## src/rtl/mmu_unit_pkg.sv

```systemverilog
`default_nettype none
// ============================================================================
// Module      : mmu_unit_pkg
// Description : Shared constants, FSM encoding and the permission check for
//               the Sv32 single-entry MMU.
// Revision    : 1.0 - initial release
// ============================================================================
package mmu_unit_pkg;

   // Bit positions inside a Sv32 page-table entry
   localparam int c_PTE_V = 0;
   localparam int c_PTE_R = 1;
   localparam int c_PTE_W = 2;
   localparam int c_PTE_X = 3;
   localparam int c_PTE_U = 4;
   localparam int c_PTE_G = 5;
   localparam int c_PTE_A = 6;
   localparam int c_PTE_D = 7;

   // Bit positions inside the compacted flag vector kept for a cached leaf
   localparam int c_FL_R = 0;
   localparam int c_FL_W = 1;
   localparam int c_FL_X = 2;
   localparam int c_FL_U = 3;
   localparam int c_FL_A = 4;
   localparam int c_FL_D = 5;

   // Privilege encodings
   localparam logic [1:0] c_PRIV_U = 2'b00;
   localparam logic [1:0] c_PRIV_S = 2'b01;
   localparam logic [1:0] c_PRIV_M = 2'b11;

   // Pipeline hazard codes
   localparam logic [3:0] c_HZ_FLUSH     = 4'b0001;
   localparam logic [3:0] c_HZ_STALL_MMU = 4'b0010;

   // Page-walk state machine
   typedef enum logic [2:0] {
      ST_IDLE   = 3'd0,
      ST_L1_REQ = 3'd1,
      ST_L0_REQ = 3'd2,
      ST_GAP    = 3'd3,
      ST_DONE   = 3'd4
   } mmu_state_t;

   // Returns 1 when the leaf permits the requested access at this privilege
   function automatic logic perm_ok(
      input logic       r,
      input logic       w,
      input logic       x,
      input logic       u,
      input logic       a,
      input logic       d,
      input logic       is_load,
      input logic       is_store,
      input logic       is_inst,
      input logic [1:0] prv,
      input logic       sum
   );
      logic ok;
      ok = 1'b1;
      if (is_inst  && !x)        ok = 1'b0;
      if (is_load  && !r)        ok = 1'b0;
      if (is_store && !(r && w)) ok = 1'b0;
      if (u) begin
         // supervisor never executes user pages; data access needs SUM
         if (prv == c_PRIV_S) begin
            if (is_inst)   ok = 1'b0;
            else if (!sum) ok = 1'b0;
         end
      end else if (prv == c_PRIV_U) begin
         ok = 1'b0;
      end
      // accessed/dirty are never updated by hardware, so clear bits fault
      if (!a)              ok = 1'b0;
      if (is_store && !d)  ok = 1'b0;
      return ok;
   endfunction

endpackage
`default_nettype wire

```

## src/rtl/mmu_unit.sv

```systemverilog
`default_nettype none
// ============================================================================
// Module      : mmu_unit
// Description : Sv32 address translation with a single cached entry and a
//               two-level hardware page-table walker.
// Revision    : 1.0 - initial release
// ============================================================================
module mmu_unit
   import mmu_unit_pkg::*;
(
   input  logic        clk,
   input  logic        rst,
   input  logic [31:0] VPC,
   input  logic [31:0] csr_satp,
   input  logic [1:0]  priv,
   input  logic        sstatus_sum,
   input  logic        access_is_load,
   input  logic        access_is_store,
   input  logic        access_is_inst,
   input  logic [3:0]  hazard_signal,
   input  logic        LFM_resolved,
   input  logic [7:0]  b1,
   input  logic [7:0]  b2,
   input  logic [7:0]  b3,
   input  logic [7:0]  b4,
   output logic [31:0] LFM,
   output logic        LFM_enable,
   output logic [31:0] PC,
   output logic        stall,
   output logic        instr_fault_mmu,
   output logic        load_fault_mmu,
   output logic        store_fault_mmu,
   output logic [31:0] faulting_va
);

   mmu_state_t  r_state;
   mmu_state_t  w_next;

   // walk scratch registers
   logic [19:0] r_walk_vpn;
   logic [31:0] r_walk_satp;
   logic [19:0] r_walk_ppn;
   logic [5:0]  r_walk_flags;
   logic        r_walk_super;
   logic        r_walk_fault;
   logic [31:0] r_lfm;

   // cached translation
   logic        r_ent_valid;
   logic [19:0] r_ent_vpn;
   logic [31:0] r_ent_satp;
   logic [19:0] r_ent_ppn;
   logic [5:0]  r_ent_flags;
   logic        r_ent_super;
   logic        r_ent_fault;

   logic [31:0] r_fva;

   logic        w_bare;
   logic        w_access;
   logic        w_hit;
   logic        w_perm_ok;
   logic        w_fault_hit;
   logic        w_start;
   logic        w_flush;
   logic [31:0] w_pte;
   logic [5:0]  w_pte_flags;
   logic        w_pte_bad;
   logic        w_pte_leaf;
   logic        w_misaligned;
   logic [31:0] w_l1_addr;
   logic [31:0] w_l0_addr;
   logic        w_unused_pte_bits;

   assign w_pte        = {b4, b3, b2, b1};
   assign w_pte_flags  = {w_pte[c_PTE_D], w_pte[c_PTE_A], w_pte[c_PTE_U],
                          w_pte[c_PTE_X], w_pte[c_PTE_W], w_pte[c_PTE_R]};
   assign w_pte_bad    = !w_pte[c_PTE_V] || (!w_pte[c_PTE_R] && w_pte[c_PTE_W]);
   assign w_pte_leaf   = w_pte[c_PTE_R] || w_pte[c_PTE_X];
   assign w_misaligned = (w_pte[19:10] != 10'd0);
   // upper PPN bits, RSW and G do not influence a 32-bit translation
   assign w_unused_pte_bits = ^{w_pte[31:30], w_pte[9:8], w_pte[c_PTE_G]};

   // addresses are the 34-bit physical form truncated to 32 bits
   assign w_l1_addr = {csr_satp[19:0], 12'd0} + {20'd0, VPC[31:22], 2'b00};
   assign w_l0_addr = {w_pte[29:10], 12'd0} + {20'd0, r_walk_vpn[9:0], 2'b00};

   assign w_bare   = !csr_satp[31] || (priv == c_PRIV_M);
   assign w_access = access_is_load || access_is_store || access_is_inst;
   assign w_flush  = (hazard_signal == c_HZ_FLUSH);
   assign w_hit    = !w_bare && r_ent_valid && (r_ent_vpn == VPC[31:12]) &&
                     (r_ent_satp == csr_satp) && w_access;
   assign w_start  = (r_state == ST_IDLE) && !w_bare && w_access && !w_hit;

   // permissions are re-evaluated against the cached leaf for every access,
   // so a fault tracks the current access type and privilege
   assign w_perm_ok = perm_ok(r_ent_flags[c_FL_R], r_ent_flags[c_FL_W],
                              r_ent_flags[c_FL_X], r_ent_flags[c_FL_U],
                              r_ent_flags[c_FL_A], r_ent_flags[c_FL_D],
                              access_is_load, access_is_store, access_is_inst,
                              priv, sstatus_sum);
   assign w_fault_hit = w_hit && (r_ent_fault || !w_perm_ok);

   assign stall           = rst && !w_bare && w_access && !w_hit;
   assign instr_fault_mmu = w_fault_hit && access_is_inst;
   assign load_fault_mmu  = w_fault_hit && access_is_load;
   assign store_fault_mmu = w_fault_hit && access_is_store;
   assign faulting_va     = w_fault_hit ? VPC : r_fva;
   assign LFM             = r_lfm;
   assign LFM_enable      = (r_state == ST_L1_REQ) || (r_state == ST_L0_REQ);
   assign PC = w_bare      ? VPC :
               r_ent_super ? {r_ent_ppn[19:10], VPC[21:0]} :
                             {r_ent_ppn, VPC[11:0]};

   // state register
   always_ff @(posedge clk or negedge rst) begin
      if (!rst) r_state <= ST_IDLE;
      else      r_state <= w_next;
   end

   // next-state: flush aborts any walk in progress
   always_comb begin
      w_next = r_state;
      if (r_state != ST_IDLE && w_flush) begin
         w_next = ST_IDLE;
      end else begin
         case (r_state)
            ST_IDLE:   if (w_start) w_next = ST_L1_REQ;
            ST_L1_REQ: if (LFM_resolved)
                          w_next = (w_pte_bad || w_pte_leaf) ? ST_DONE : ST_GAP;
            ST_GAP:    w_next = ST_L0_REQ;
            ST_L0_REQ: if (LFM_resolved) w_next = ST_DONE;
            ST_DONE:   w_next = ST_IDLE;
            default:   w_next = ST_IDLE;
         endcase
      end
   end

   // walk datapath: latch request, PTE fetch addresses and walk result
   always_ff @(posedge clk or negedge rst) begin
      if (!rst) begin
         r_walk_vpn   <= 20'd0;
         r_walk_satp  <= 32'd0;
         r_walk_ppn   <= 20'd0;
         r_walk_flags <= 6'd0;
         r_walk_super <= 1'b0;
         r_walk_fault <= 1'b0;
         r_lfm        <= 32'd0;
      end else if (!(r_state != ST_IDLE && w_flush)) begin
         case (r_state)
            ST_IDLE: begin
               if (w_start) begin
                  r_walk_vpn  <= VPC[31:12];
                  r_walk_satp <= csr_satp;
                  r_lfm       <= w_l1_addr;
               end
            end
            ST_L1_REQ: begin
               if (LFM_resolved) begin
                  r_walk_ppn   <= w_pte[29:10];
                  r_walk_flags <= w_pte_flags;
                  r_walk_super <= 1'b1;
                  r_walk_fault <= w_pte_bad || (w_pte_leaf && w_misaligned);
                  if (!w_pte_bad && !w_pte_leaf) r_lfm <= w_l0_addr;
               end
            end
            ST_L0_REQ: begin
               if (LFM_resolved) begin
                  r_walk_ppn   <= w_pte[29:10];
                  r_walk_flags <= w_pte_flags;
                  r_walk_super <= 1'b0;
                  r_walk_fault <= w_pte_bad || !w_pte_leaf;
               end
            end
            default: ;
         endcase
      end
   end

   // translation entry: filled from DONE, dropped on any satp change
   always_ff @(posedge clk or negedge rst) begin
      if (!rst) begin
         r_ent_valid <= 1'b0;
         r_ent_vpn   <= 20'd0;
         r_ent_satp  <= 32'd0;
         r_ent_ppn   <= 20'd0;
         r_ent_flags <= 6'd0;
         r_ent_super <= 1'b0;
         r_ent_fault <= 1'b0;
      end else if (r_state == ST_DONE && !w_flush) begin
         r_ent_valid <= 1'b1;
         r_ent_vpn   <= r_walk_vpn;
         r_ent_satp  <= r_walk_satp;
         r_ent_ppn   <= r_walk_ppn;
         r_ent_flags <= r_walk_flags;
         r_ent_super <= r_walk_super;
         r_ent_fault <= r_walk_fault;
      end else if (r_ent_valid && (csr_satp != r_ent_satp)) begin
         r_ent_valid <= 1'b0;
      end
   end

   // remember the last faulting address for when no fault is active
   always_ff @(posedge clk or negedge rst) begin
      if (!rst)             r_fva <= 32'd0;
      else if (w_fault_hit) r_fva <= VPC;
   end

endmodule
`default_nettype wire

```

## config.mk

```make
export PLATFORM = sky130hd
export DESIGN_NAME = mmu_unit
export DESIGN_NICKNAME = d
export VERILOG_FILES = /design/src/rtl/mmu_unit_pkg.sv /design/src/rtl/mmu_unit.sv
export SDC_FILE = /design/constraint.sdc
export NUM_CORES = 1
export LEC_CHECK = 0
export CAP_MARGIN = 20
export CORE_MARGIN = 5
export CORE_UTILIZATION = 41
export DETAILED_ROUTE_END_ITERATION = 8
export DONT_BUFFER_PORTS = 1
export GPL_ROUTABILITY_DRIVEN = 0
export SLEW_MARGIN = 20
export SYNTH_ARGS = -nofsm -noshare
export SYNTH_HDL_FRONTEND = slang
export SYNTH_SLANG_ARGS = --single-unit
```

## constraint.sdc

```tcl
create_clock -name clk -period 2.67 [get_ports clk]
set_input_delay 0.267 -clock clk [delete_from_list [all_inputs] [get_ports clk]]
set_output_delay 0.267 -clock clk [all_outputs]
set_load 0.1 [all_outputs]
```

==> impl_results.rst <==
.. list-table::
   :header-rows: 1

   * - Metric
     - Value
   * - Highest attainable clock frequency
     - 311.0 MHz
   * - Layout filler cell count
     - 1946
   * - Internal Pwr Total
     - 9.684 mW
   * - Maximum fanout encountered on the critical timing path
     - 8
   * - Run status
     - complete, but fails checks
   * - Yosys reg bits
     - 226
   * - Sum of negative setup slack
     - -17.18 ns
   * - Synthesis-to-finish area growth
     - 34.25%
   * - Antenna violations before repair
     - 0
   * - CTS tree
     - done
   * - Portion of synthesized cell area occupied by the leading cell type
     - 56.06%
   * - Clock latency reported for the late side of the worst-skew pair
     - 0.52 ns
   * - Count of yosys warnings during synthesis
     - 0
   * - Clock buffers created by TritonCTS
     - 26
   * - Power share of the combinational group
     - 31.1%
   * - Leading cell type in the layout, fill and taps excluded
     - sky130_fd_sc_hd__dfrtp_1
   * - Power Dens Cells
     - 1183 nW/um^2
   * - Final worst-path cycle share
     - 120.4%
   * - Share of total power consumed by net switching
     - 39.56%
   * - Diodes inserted
     - 0
   * - Violated checks
     - negative hold slack, negative setup slack
   * - Global routing usage summed across all routing layers
     - 19.27%
   * - Final Setup Violations
     - 35
   * - Vias per Instance
     - 5.221
   * - Reg2reg end
     - r_fva[0]$_DFF_PN0_
   * - Biggest area contributors in the synthesized netlist
     - sky130_fd_sc_hd__dfrtp_1 (56%), sky130_fd_sc_hd__mux2_2 (23%), sky130_fd_sc_hd__xnor2_1 (4.5%)
   * - Maximum VDD drop
     - 0.8566 mV
   * - CP Capture Type
     - primary output
   * - Height of the die
     - 166.9 um
   * - Number of max-capacitance violations reported
     - 0
   * - Worst hold margin
     - -0.5542 ns
   * - CTS clock-pin slew for the worst setup and hold paths
     - 0.06 ns
   * - Routed Wire Length
     - 28100 um
   * - Hold buffer count at cts
     - 81
   * - Remaining number of nets flagged by the antenna check after routing
     - 0
   * - Power consumption
     - 16.02 mW
   * - Required time reported for the critical path endpoint
     - 2.40 ns
   * - Commonest non-fill, non-tap cells in the layout
     - sky130_fd_sc_hd__dfrtp_1 (226), sky130_fd_sc_hd__mux2_2 (178), sky130_fd_sc_hd__nand2_1 (100)
   * - Launch point of the critical path
     - r_ent_satp[21]$_DFFE_PN0P_
   * - Num Clock Sinks
     - 226
   * - Post-Syn Area
     - 10090 sq um
   * - Final design area excluding fillers
     - 13540 sq um
   * - Power spent charging and discharging nets
     - 6.338 mW
   * - Type of the setup path with the least slack
     - flip-flop to primary output
   * - Port Buffers
     - 0
   * - Crit path DAT
     - 2.95 ns
   * - Average wire length per cell after detail routing
     - 22.70 um
   * - Total number of H-tree levels
     - 1
   * - Fraction of registers with async set or reset after synthesis
     - 100.0%
   * - Nets@finish
     - 1005
   * - FF-to-FF Start
     - r_ent_satp[21]$_DFFE_PN0P_
   * - Maximum clock insertion buffer count
     - 3
   * - Placed inst area
     - 11460 sq um
   * - Leakage power summed over all cells
     - 5.931 nW
   * - Post-Place Setup Slack
     - -0.09877 ns
   * - Final Critical Period
     - 3.215 ns
   * - Slew at the pin with the worst max-slew slack
     - 0.9515 ns
   * - Instance count of the mapped netlist
     - 748
   * - Clock power share
     - 21.5%
   * - Initial drt markers
     - 401
   * - Worst slew margin relative to its limit
     - 35.67%
   * - Post-synth top flop
     - sky130_fd_sc_hd__dfrtp_1
   * - First-pass DRT Iterations
     - 4
   * - Area enclosed by the die boundary
     - 27840 sq um
   * - Detailed-placement wirelength estimate
     - 18020 um
   * - Pin count of the biggest net entering global routing
     - 228
   * - Proportion of power drawn by flip-flops and latches
     - 47.4%
   * - Unrepaired setup endpoints after global routing
     - yes
   * - Number of max-slew violations in the final report
     - 0
   * - Min-Delay Path Class
     - input port to asynchronous set/reset pin
   * - Global-route wire length before repair
     - 42840 um
   * - Fraction of the yosys area taken by sequential cells
     - 56.06%
   * - Number of rows in the core area
     - 57
   * - Post-synth EDFFs
     - 0
   * - DR DRC count
     - 0
   * - Placeable core area
     - 24250 sq um
   * - Number of global-route vias before repair
     - 7229
   * - Total overflow reported by the global router
     - 0
   * - Overall via count from detail_route
     - 6463
   * - Path depth of the worst reg2reg path
     - 10
   * - Horiz. Die Dim
     - 166.9 um
   * - Final Worst Setup Slack
     - -0.5453 ns
   * - Netlist cell types
     - 40
   * - R2R setup slack
     - 0.11 ns
   * - IO Count
     - 210
   * - Cell chosen for the clock root
     - sky130_fd_sc_hd__clkbuf_16
   * - Count of endpoints failing hold in the final timing report
     - 226
   * - Cell type contributing the most total cell area after synthesis
     - sky130_fd_sc_hd__dfrtp_1
   * - Post-Route Skew
     - 0.01050 ns
   * - Initial Util
     - 41.60%
   * - Share of final-layout standard cells stronger than drive strength 1
     - 43.65%
   * - Per-instance average area after synthesis
     - 13.49 sq um
   * - Type of origin of the critical path
     - flip-flop
-- power by group through the flow --
stage | logic (mW) | clock network, mW | registers (mW)
6_report | 4.99 | 3.44 | 7.60
5_1_grt | 5.36 | 3.66 | 7.78
4_1_cts | 4.96 | 3.53 | 7.57
3_5_place_dp | 4.74 | 0 | 7.61
3_3_place_gp | 4.60 | 0 | 7.50
2_1_floorplan | 3.95 | 0 | 7.26
-- metrics by stage --
step | util, % | cells
after CTS | 54.59 | 1230
final | 55.86 | 1238
after detailed placement | 47.28 | 1101
after global placement | 47.28 | 1101
after global routing | 55.86 | 1238
after floorplan | - | 749
-- metal layers --
metal	part of all wire (%)	wire length [um]	track usage, %	vias to the layer above
met3	7.3	2042	5.309	43
li1	-	-	-	2888
met4	2.2	627	4.660	0
met1	41	11390	24.23	3315
met5	0	0	0	-
met2	50	14040	33.16	217
-- worst max-delay path, stage by stage, from the launching register on --
cell and delay [ns]:
sky130_fd_sc_hd__dfrtp_1 0.41, sky130_fd_sc_hd__xnor2_2 0.20, sky130_fd_sc_hd__nand4_1 0.18, sky130_fd_sc_hd__nor4_4 0.36, sky130_fd_sc_hd__nand4_1 0.15, sky130_fd_sc_hd__buf_4 0.18, sky130_fd_sc_hd__nor2_4 0.12, sky130_fd_sc_hd__buf_12 0.14
sky130_fd_sc_hd__clkbuf_16 0.18, sky130_fd_sc_hd__mux2_4 0.33, sky130_fd_sc_hd__buf_12 0.17
-- final cells by class --
cell class                      count  area [sq um]  share of cell area (%)
Clock buffer                       41         818.3                   6.042
Tap cell                          324         405.4                   2.993
Sequential cell                   226          5655                   41.76
Inverter                            2         7.507                 0.05543
Timing Repair Buffer              165          2152                   15.89
Clock inverter                      5         25.02                  0.1848
Multi-Input combinational cell    475          4481                   33.08
-- timing repair --
action                                 CTS  global route
setup endpoints to repair               35            46
endpoints found under the hold margin  337           226
cloned                                   0             3
pin swaps                               11            11
gates resized for setup                 19            43
setup buffers                            2             6
-- logic make-up (layout without fill, tap and decap cells) --
group / count (synthesis) / after routing / share of synthesized area, %
xor+xnor: 52 / 52 / 4.514
other cells: 1 / 2 / 0.03717
flops: 226 / 226 / 56.06
simple gates: 167 / 167 / 7.702
mux: 240 / 240 / 27.91
buf+inv: 48 / 213 / 2.853
compound gates: 14 / 14 / 0.9303
-- cell usage after synthesis, types with 3 or more instances --
| library cell | n |
|---|---|
| sky130_fd_sc_hd__a21oi_1 | 4 |
| sky130_fd_sc_hd__nor2_1 | 10 |
| sky130_fd_sc_hd__nand3_1 | 5 |
| sky130_fd_sc_hd__nand2b_1 | 5 |
| sky130_fd_sc_hd__nor4_1 | 7 |
| sky130_fd_sc_hd__dfrtp_1 | 226 |
| sky130_fd_sc_hd__buf_4 | 19 |
| sky130_fd_sc_hd__mux2_4 | 30 |
| sky130_fd_sc_hd__nor3_1 | 4 |
| sky130_fd_sc_hd__buf_2 | 11 |
| sky130_fd_sc_hd__clkbuf_1 | 13 |
| sky130_fd_sc_hd__nand2_1 | 101 |
| sky130_fd_sc_hd__buf_6 | 3 |
| sky130_fd_sc_hd__xnor2_1 | 52 |
| sky130_fd_sc_hd__and2_1 | 3 |
| sky130_fd_sc_hd__mux2_2 | 208 |
| sky130_fd_sc_hd__nand4_1 | 18 |
-- state kept, by name (all words and copies together) (netlist names), 6 cells and up --
signal	count
r_walk_flags	6
r_ent_vpn	20
r_walk_vpn	20
r_ent_satp	32
r_ent_ppn	20
r_ent_flags	6
LFM	30
r_walk_satp	32
r_fva	32
r_walk_ppn	20
-- how the worst max path moves through the flow --
| stage | end | slack [ns] | depth (start not counted) |
|---|---|---|---|
| 3_5_place_dp | faulting_va[2] | -0.1 | 10 |
| 5_1_grt | faulting_va[1] | -0.68 | 10 |
| 2_1_floorplan | r_fva[11]$_DFF_PN0_ | 0.04 | 7 |
| 6_report | faulting_va[0] | -0.55 | 10 |
| 4_1_cts | faulting_va[2] | -0.58 | 10 |
| 3_3_place_gp | faulting_va[29] | -0.1 | 10 |
No activity file was read; power rests on OpenSTA's default activity.
